### src/rtl/light_seq_pkg.sv
`default_nettype none
// ============================================================================
// Module   : light_seq_pkg
// Purpose  : Shared types and constants for the lamp sequencer: command mode
//            encoding, controller state encoding and the pattern each mode
//            starts from.
// Ports    : none (package)
// Revision : 1.0  initial release
// ============================================================================
package light_seq_pkg;

    // Command mode as carried on cmd_mode.
    typedef enum logic [1:0] {
        MODE_OFF   = 2'd0,
        MODE_CHASE = 2'd1,
        MODE_BLINK = 2'd2,
        MODE_FILL  = 2'd3
    } mode_e;

    // Controller state.
    typedef enum logic [1:0] {
        ST_IDLE  = 2'd0,
        ST_RUN   = 2'd1,
        ST_PAUSE = 2'd2
    } state_e;

    // Widest lamp bank supported; patterns are held at this width and
    // truncated to the instance's channel count.
    localparam int MAX_CH = 32;

    localparam logic [MAX_CH-1:0] INIT_CHASE = 32'h0000_0001;
    localparam logic [MAX_CH-1:0] INIT_BLINK = 32'hFFFF_FFFF;
    localparam logic [MAX_CH-1:0] INIT_FILL  = 32'h0000_0001;

    // Pattern loaded when a command of the given mode is accepted.
    function automatic logic [MAX_CH-1:0] init_pattern(input mode_e mode);
        logic [MAX_CH-1:0] pat;
        pat = '0;
        case (mode)
            MODE_CHASE: pat = INIT_CHASE;
            MODE_BLINK: pat = INIT_BLINK;
            MODE_FILL:  pat = INIT_FILL;
            default:    pat = '0;
        endcase
        return pat;
    endfunction

endpackage
`default_nettype wire

### src/rtl/light_dwell_timer.sv
`default_nettype none
// ============================================================================
// Module   : light_dwell_timer
// Purpose  : Dwell counter for the lamp sequencer. Counts cycles while not
//            held and flags the terminal count, wrapping to zero on it.
//            A dwell of zero behaves as a dwell of one.
// Ports    : clk   - clock, rising edge
//            rst   - asynchronous active-high reset
//            clear - synchronous clear to zero (wins over counting)
//            hold  - freeze the count
//            dwell - cycles per step
//            tc    - count equals max(dwell,1)-1
// Revision : 1.0  initial release
// ============================================================================
module light_dwell_timer
    import light_seq_pkg::*;
#(
    parameter int DW = 8
) (
    input  logic          clk,
    input  logic          rst,
    input  logic          clear,
    input  logic          hold,
    input  logic [DW-1:0] dwell,
    output logic          tc
);

    logic [DW-1:0] r_count;
    logic [DW-1:0] w_term;

    // dwell=0 folds onto dwell=1 so the terminal value never underflows.
    assign w_term = (dwell == '0) ? '0 : (dwell - DW'(1));
    assign tc     = (r_count == w_term);

    always_ff @(posedge clk or posedge rst) begin
        if (rst) begin
            r_count <= '0;
        end else if (clear) begin
            r_count <= '0;
        end else if (!hold) begin
            r_count <= tc ? '0 : (r_count + DW'(1));
        end
    end

endmodule
`default_nettype wire

### src/rtl/light_seq_ctrl.sv
`default_nettype none
// ============================================================================
// Module   : light_seq_ctrl
// Purpose  : Lamp pattern sequencer. A command selects CHASE, BLINK or FILL
//            with a per-step dwell; the pattern advances every dwell cycles
//            while enable is high and freezes while it is low. Mode OFF
//            returns to idle with all lamps dark.
//            Optional pause watchdog: compile with LIGHT_SEQ_WDOG_EN to add
//            wdog_err and abort a pause lasting WDOG_LIMIT cycles.
// Ports    : clk        - clock, rising edge
//            rst        - asynchronous active-high reset
//            cmd_valid  - command offered
//            cmd_ready  - command accepted when valid and ready at an edge
//            cmd_mode   - 0 OFF, 1 CHASE, 2 BLINK, 3 FILL
//            cmd_dwell  - cycles per pattern step
//            enable     - low pauses the sequence
//            lamp       - registered lamp drive
//            busy       - high in RUN or PAUSE
//            step_pulse - one-cycle pulse with each pattern advance
//            wdog_err   - sticky pause-timeout flag (LIGHT_SEQ_WDOG_EN only)
// Revision : 1.0  initial release
// ============================================================================
module light_seq_ctrl
    import light_seq_pkg::*;
#(
    parameter int N_CH       = 14,
    parameter int DW         = 8,
    parameter int WDOG_LIMIT = 1024
) (
    input  logic            clk,
    input  logic            rst,
    input  logic            cmd_valid,
    output logic            cmd_ready,
    input  logic [1:0]      cmd_mode,
    input  logic [DW-1:0]   cmd_dwell,
    input  logic            enable,
    output logic [N_CH-1:0] lamp,
    output logic            busy,
    output logic            step_pulse
`ifdef LIGHT_SEQ_WDOG_EN
    ,
    output logic            wdog_err
`endif
);

    state_e          r_state;
    state_e          w_state_nxt;
    mode_e           r_mode;
    mode_e           w_mode_nxt;
    logic [DW-1:0]   r_dwell;
    logic [DW-1:0]   w_dwell_nxt;
    logic [N_CH-1:0] r_lamp;
    logic [N_CH-1:0] w_lamp_nxt;
    logic [N_CH-1:0] w_lamp_init;
    logic [N_CH-1:0] w_lamp_adv;
    logic            r_step;
    logic            w_step_nxt;
    logic            r_ready;
    logic            w_accept;
    logic            w_tc;
    logic            w_tmr_clear;
    logic            w_tmr_hold;

`ifdef LIGHT_SEQ_WDOG_EN
    localparam int WCW = $clog2(WDOG_LIMIT + 1);
    logic [WCW-1:0] r_wdog_cnt;
    logic [WCW-1:0] w_wdog_cnt_nxt;
    logic           r_wdog_err;
    logic           w_wdog_err_nxt;
`else
    // Without the watchdog the limit has no effect.
    if (WDOG_LIMIT > 0) begin : g_no_wdog
    end
`endif

    // cmd_ready is a plain register set by the first edge after reset, so
    // it reads 0 for exactly the cycle following reset release.
    assign w_accept   = cmd_valid && r_ready;
    assign cmd_ready  = r_ready;
    assign busy       = (r_state != ST_IDLE);
    assign lamp       = r_lamp;
    assign step_pulse = r_step;

    // Counter restarts on every accepted command and idles at zero; it only
    // advances in RUN, which is what freezes it during PAUSE.
    assign w_tmr_clear = w_accept || (r_state == ST_IDLE);
    assign w_tmr_hold  = (r_state != ST_RUN);

    light_dwell_timer #(
        .DW (DW)
    ) u_timer (
        .clk   (clk),
        .rst   (rst),
        .clear (w_tmr_clear),
        .hold  (w_tmr_hold),
        .dwell (r_dwell),
        .tc    (w_tc)
    );

    assign w_lamp_init = N_CH'(init_pattern(mode_e'(cmd_mode)));

    // Next pattern for the latched mode.
    always_comb begin
        w_lamp_adv = r_lamp;
        case (r_mode)
            MODE_CHASE: w_lamp_adv = {r_lamp[N_CH-2:0], r_lamp[N_CH-1]};
            MODE_BLINK: w_lamp_adv = ~r_lamp;
            MODE_FILL:  w_lamp_adv = (&r_lamp) ? N_CH'(1)
                                               : {r_lamp[N_CH-2:0], 1'b1};
            default:    w_lamp_adv = '0;
        endcase
    end

    // Next-state and output logic. An accepted command overrides whatever
    // the current state would otherwise do in this cycle.
    always_comb begin
        w_state_nxt = r_state;
        w_mode_nxt  = r_mode;
        w_dwell_nxt = r_dwell;
        w_lamp_nxt  = r_lamp;
        w_step_nxt  = 1'b0;
`ifdef LIGHT_SEQ_WDOG_EN
        w_wdog_cnt_nxt = '0;
        w_wdog_err_nxt = r_wdog_err;
`endif
        if (w_accept) begin
`ifdef LIGHT_SEQ_WDOG_EN
            w_wdog_err_nxt = 1'b0;
`endif
            if (mode_e'(cmd_mode) == MODE_OFF) begin
                w_state_nxt = ST_IDLE;
                w_mode_nxt  = MODE_OFF;
                w_lamp_nxt  = '0;
            end else begin
                w_state_nxt = ST_RUN;
                w_mode_nxt  = mode_e'(cmd_mode);
                w_dwell_nxt = cmd_dwell;
                w_lamp_nxt  = w_lamp_init;
            end
        end else begin
            case (r_state)
                ST_IDLE: begin
                    w_lamp_nxt = '0;
                end
                ST_RUN: begin
                    // The cycle in which enable drops still counts and may
                    // step; the freeze starts once in PAUSE.
                    if (w_tc) begin
                        w_lamp_nxt = w_lamp_adv;
                        w_step_nxt = 1'b1;
                    end
                    if (!enable) begin
                        w_state_nxt = ST_PAUSE;
                    end
                end
                ST_PAUSE: begin
                    if (enable) begin
                        w_state_nxt = ST_RUN;
                    end
`ifdef LIGHT_SEQ_WDOG_EN
                    else if (r_wdog_cnt == WCW'(WDOG_LIMIT - 1)) begin
                        w_state_nxt    = ST_IDLE;
                        w_mode_nxt     = MODE_OFF;
                        w_lamp_nxt     = '0;
                        w_wdog_err_nxt = 1'b1;
                    end else begin
                        w_wdog_cnt_nxt = r_wdog_cnt + WCW'(1);
                    end
`endif
                end
                default: begin
                    w_state_nxt = ST_IDLE;
                    w_lamp_nxt  = '0;
                end
            endcase
        end
    end

    always_ff @(posedge clk or posedge rst) begin
        if (rst) begin
            r_state <= ST_IDLE;
            r_mode  <= MODE_OFF;
            r_dwell <= '0;
            r_lamp  <= '0;
            r_step  <= 1'b0;
            r_ready <= 1'b0;
        end else begin
            r_state <= w_state_nxt;
            r_mode  <= w_mode_nxt;
            r_dwell <= w_dwell_nxt;
            r_lamp  <= w_lamp_nxt;
            r_step  <= w_step_nxt;
            r_ready <= 1'b1;
        end
    end

`ifdef LIGHT_SEQ_WDOG_EN
    always_ff @(posedge clk or posedge rst) begin
        if (rst) begin
            r_wdog_cnt <= '0;
            r_wdog_err <= 1'b0;
        end else begin
            r_wdog_cnt <= w_wdog_cnt_nxt;
            r_wdog_err <= w_wdog_err_nxt;
        end
    end

    assign wdog_err = r_wdog_err;
`endif

endmodule
`default_nettype wire

### config.mk
export PLATFORM = sky130hd
export DESIGN_NAME = light_seq_ctrl
export DESIGN_NICKNAME = d
export VERILOG_FILES = /design/src/rtl/light_seq_pkg.sv /design/src/rtl/light_dwell_timer.sv /design/src/rtl/light_seq_ctrl.sv
export SDC_FILE = /design/constraint.sdc
export NUM_CORES = 1
export LEC_CHECK = 0
export BUFFER_PORTS_ARGS = -buffer_cell sky130_fd_sc_hd__clkbuf_2
export CORE_ASPECT_RATIO = 2
export CORE_UTILIZATION = 45
export CTS_CLUSTER_SIZE = 8
export DETAILED_ROUTE_END_ITERATION = 8
export PLACE_DENSITY_LB_ADDON = 0.1
export RECOVER_POWER = 50
export SLEW_MARGIN = 10
export SYNTH_ARGS = -nofsm -noshare
export SYNTH_HDL_FRONTEND = slang
export SYNTH_HIERARCHICAL = 1
export SYNTH_SLANG_ARGS = --single-unit
### constraint.sdc
create_clock -name clk -period 8.9 [get_ports clk]
set_input_delay 0.445 -clock clk [delete_from_list [all_inputs] [get_ports clk]]
set_output_delay 0.445 -clock clk [all_outputs]
set_load 0.005 [all_outputs]
==> flow_summary.json <==
{
  "status": "completed",
  "grt_use_total": 0.229,
  "fp.dieH_um": 99.8,
  "dp_hpwl_um": 3760,
  "drive_gt1_frac": 0.206,
  "yosys-top-cells-area": "dfrtp_1 (42%), o32a_1 (6.0%), mux2_2 (5.2%)",
  "clk_pin_slew_worst_paths_ns": 0.07,
  "yosysTopAreaCellShare": 0.419,
  "rows": 35,
  "overflow": 0,
  "cts_num_sinks": 36,
  "synth_compound_area_frac": 0.162,
  "h-tree-depth": 2,
  "syn2layout_area_growth_pct": 11.9,
  "powerDensity_nw_per_um2": 210,
  "timing.fmax_ghz": 0.264,
  "fill_cells": 462,
  "grt_setup_unrepaired": "false",
  "critPathMaxFanout": 16,
  "cts_root_buf": "clkbuf_8",
  "crit_path_end_kind": "flip-flop",
  "muxShareOfSynthArea": 0.0570,
  "finalClockSkew_ns": 0.00635,
  "io_buffer_count": 30,
  "drc_errors": 0,
  "synth_top_cell_by_area": "dfrtp_1",
  "stdcell_area_um2": 2410,
  "critical_path_class": "reg -> reg",
  "ir_worst_vdd_mv": 0.105,
  "syn_avg_cell_area_um2": 9.92,
  "setup_viol_count_final": 0,
  "crit_required_ns": 9.07,
  "synth_area_um2": 2150,
  "die-area_um2": 5080,
  "antenna_found_initial": 0,
  "place_congestion": 0.874,
  "synthAdderAreaFrac": 0.0116,
  "grt_pass1_vias": 1783,
  "yosysMostFrequentCell": "dfrtp_1",
  "ant_nets": 0,
  "wire_per_inst_um": 16.6,
  "final_net_count": 263,
  "grt_pass1_wl_um": 8760,
  "synth_simple_gate_area_share": 0.263,
  "maxCapViolations": 0,
  "syn_inst": 217,
  "pin_count": 31,
  "hp-class": "in -> reg",
  "grt_max_degree": 28,
  "critPathLaunchType": "flip-flop",
  "synth_ff_type": "dfrtp_1",
  "yosysUniqueCellTypes": 49,
  "cts_made_buffers": 5,
  "slew_violations": 0,
  "post_dp_cell_area_um2": 2320,
  "num_vias": 1766,
  "drtIter0Drc": 42,
  "die_width_um": 50.9,
  "ys_ff_latch": 36,
  "start_util": 0.468,
  "seqCellArea_um2": 901,
  "synth-seq-area-share": 0.419,
  "fin_crit_ns": 3.78,
  "p_leak_nw": 1.03,
  "synth_edf_count": 0,
  "worst_pin_slew_ns": 1.49,
  "tritoncts": "yes",
  "arrival_ns": 3.95,
  "dr.pass1.iters": 4,
  "relSlewSlack": 0.00640,
  "core_area_um2": 4600,
  "antenna_cells": 0,
  "tns_ns": 0,
  "synth-xor-area-share": 0.0448,
  "clkLatencyLatePin_ns": 0.28,
  "clk_path_buf_depth": 2,
  "syn-num-nets": 233,
  "ys_warn_count": 6,
  "cts-resized-gates": 0,
  "r2r_slack_ns": 5.12,
  "viasPerCell": 5.83,
  "finalCritPeriodShare": 0.425,
  "hold_viol": 0,
  "synth-async-reset-ratio": 1.00,
  "synth_top_family_by_area": "simple AND/OR/NAND/NOR gates",
  "totalWireLength_um": 5030,
  "ys_top_cells_by_count": "dfrtp_1 (36), nor2_1 (27), nand2_1 (14), nor3b_1 (14), o32a_1 (13)",
  "multi_input_area_um2": 1160
}
registers in the layout, indices dropped and copies added, names as in the netlist:
register	count
cmd_ready	1
lamp	14
r_dwell	8
r_mode	2
r_state	2
step_pulse	1
u_timer/r_count	8
layout make-up:
class,count,share of cell area
tap,55,0.0286
inverter,8,0.0125
sequential,36,0.374
timing repair buffer,32,0.0665
multi-input combinational,164,0.481
clock buffer,8,0.0374
cell families after synthesis:
group                    count (synthesis)
adder cells (fa/ha/maj)                  2
AND/OR/NAND/NOR                         97
AO/OA/AOI/OAI                           42
XOR/XNOR                                11
multiplexers                            11
other                                    1
flip-flops                              36
buffers and inverters                   17
per-stage QoR:
step           hold slack (ns)  setup WS, ns  power (mW)   util  std cells
3_3_place_gp             0.303          5.23       0.388  0.504        294
6_report                 0.326          5.12       0.505  0.524        303
5_1_grt                  0.330          4.71       0.537  0.524        303
2_1_floorplan            0.261          5.97       0.337      -        217
3_5_place_dp             0.307          5.13       0.389  0.504        294
4_1_cts                  0.325          5.12       0.510  0.526        303
critical path, cell delays in order, from the launching register on:
cell and delay, ns:
dfrtp_1 0.43, inv_1 0.08, ha_1 0.28, and2b_1 0.32, o311ai_0 0.24, a211oi_1 0.30
o22ai_1 0.17, a2111oi_4 0.51, nand2_1 0.10, nand3_1 0.47, o21ai_2 0.34, o32a_1 0.43
worst paths after layout:
| path | endpoint | cells past startpoint | start |
|---|---|---|---|
| worst max-delay path | lamp[10]$_DFFE_PP0P_ | 11 | r_dwell[0]$_DFFE_PP0P_ |
| worst min-delay path | r_state[1]$_DFFE_PP0P_ | 2 | enable |
| worst max register to register | lamp[10]$_DFFE_PP0P_ | 11 | r_dwell[0]$_DFFE_PP0P_ |
| worst min register to register | r_dwell[1]$_DFFE_PP0P_ | 1 | r_dwell[1]$_DFFE_PP0P_ |
| max in group asynchronous | r_dwell[3]$_DFFE_PP0P_ | 4 | rst |
| min in group asynchronous | r_dwell[6]$_DFFE_PP0P_ | 3 | rst |
layout by cell type (no fill, tap or decap), types with 3 or more instances in the layout:
cell,netlist,layout
a21oi_1,6,6
clkbuf_1,3,6
clkbuf_2,0,27
clkbuf_8,0,6
dfrtp_1,36,36
inv_1,8,8
mux2_2,10,10
nand2_1,14,14
nand3_1,8,8
nand4_1,5,5
nand4b_1,3,3
nor2_1,27,27
nor3_1,5,5
nor3b_1,14,14
o21ai_0,6,6
o32a_1,13,13
or3_1,4,4
or3b_1,3,3
xnor2_1,5,5
xor2_1,6,6
report_power, final:
group	switching (mW)	total, mW	internal, mW
clock	0.0563	0.119	0.0632
sequential	0.0445	0.238	0.193
combinational	0.0725	0.148	0.0752
total	0.173	0.505	0.332
routing by layer:
metal  up-vias  share of wire  GRT usage
met5         -              0          0
met1       871           0.39      0.253
li1        861              -          -
met4         0          0.025     0.0983
met2        24           0.57      0.420
met3        10          0.016     0.0288
timing repair:
| item | CTS | global route |
|---|---|---|
| hold buffers | 1 | 0 |
| buffers inserted | 0 | 0 |
| endpoints found under the hold margin | 1 | 0 |
Note: power is estimated with default switching activity, not from simulation.
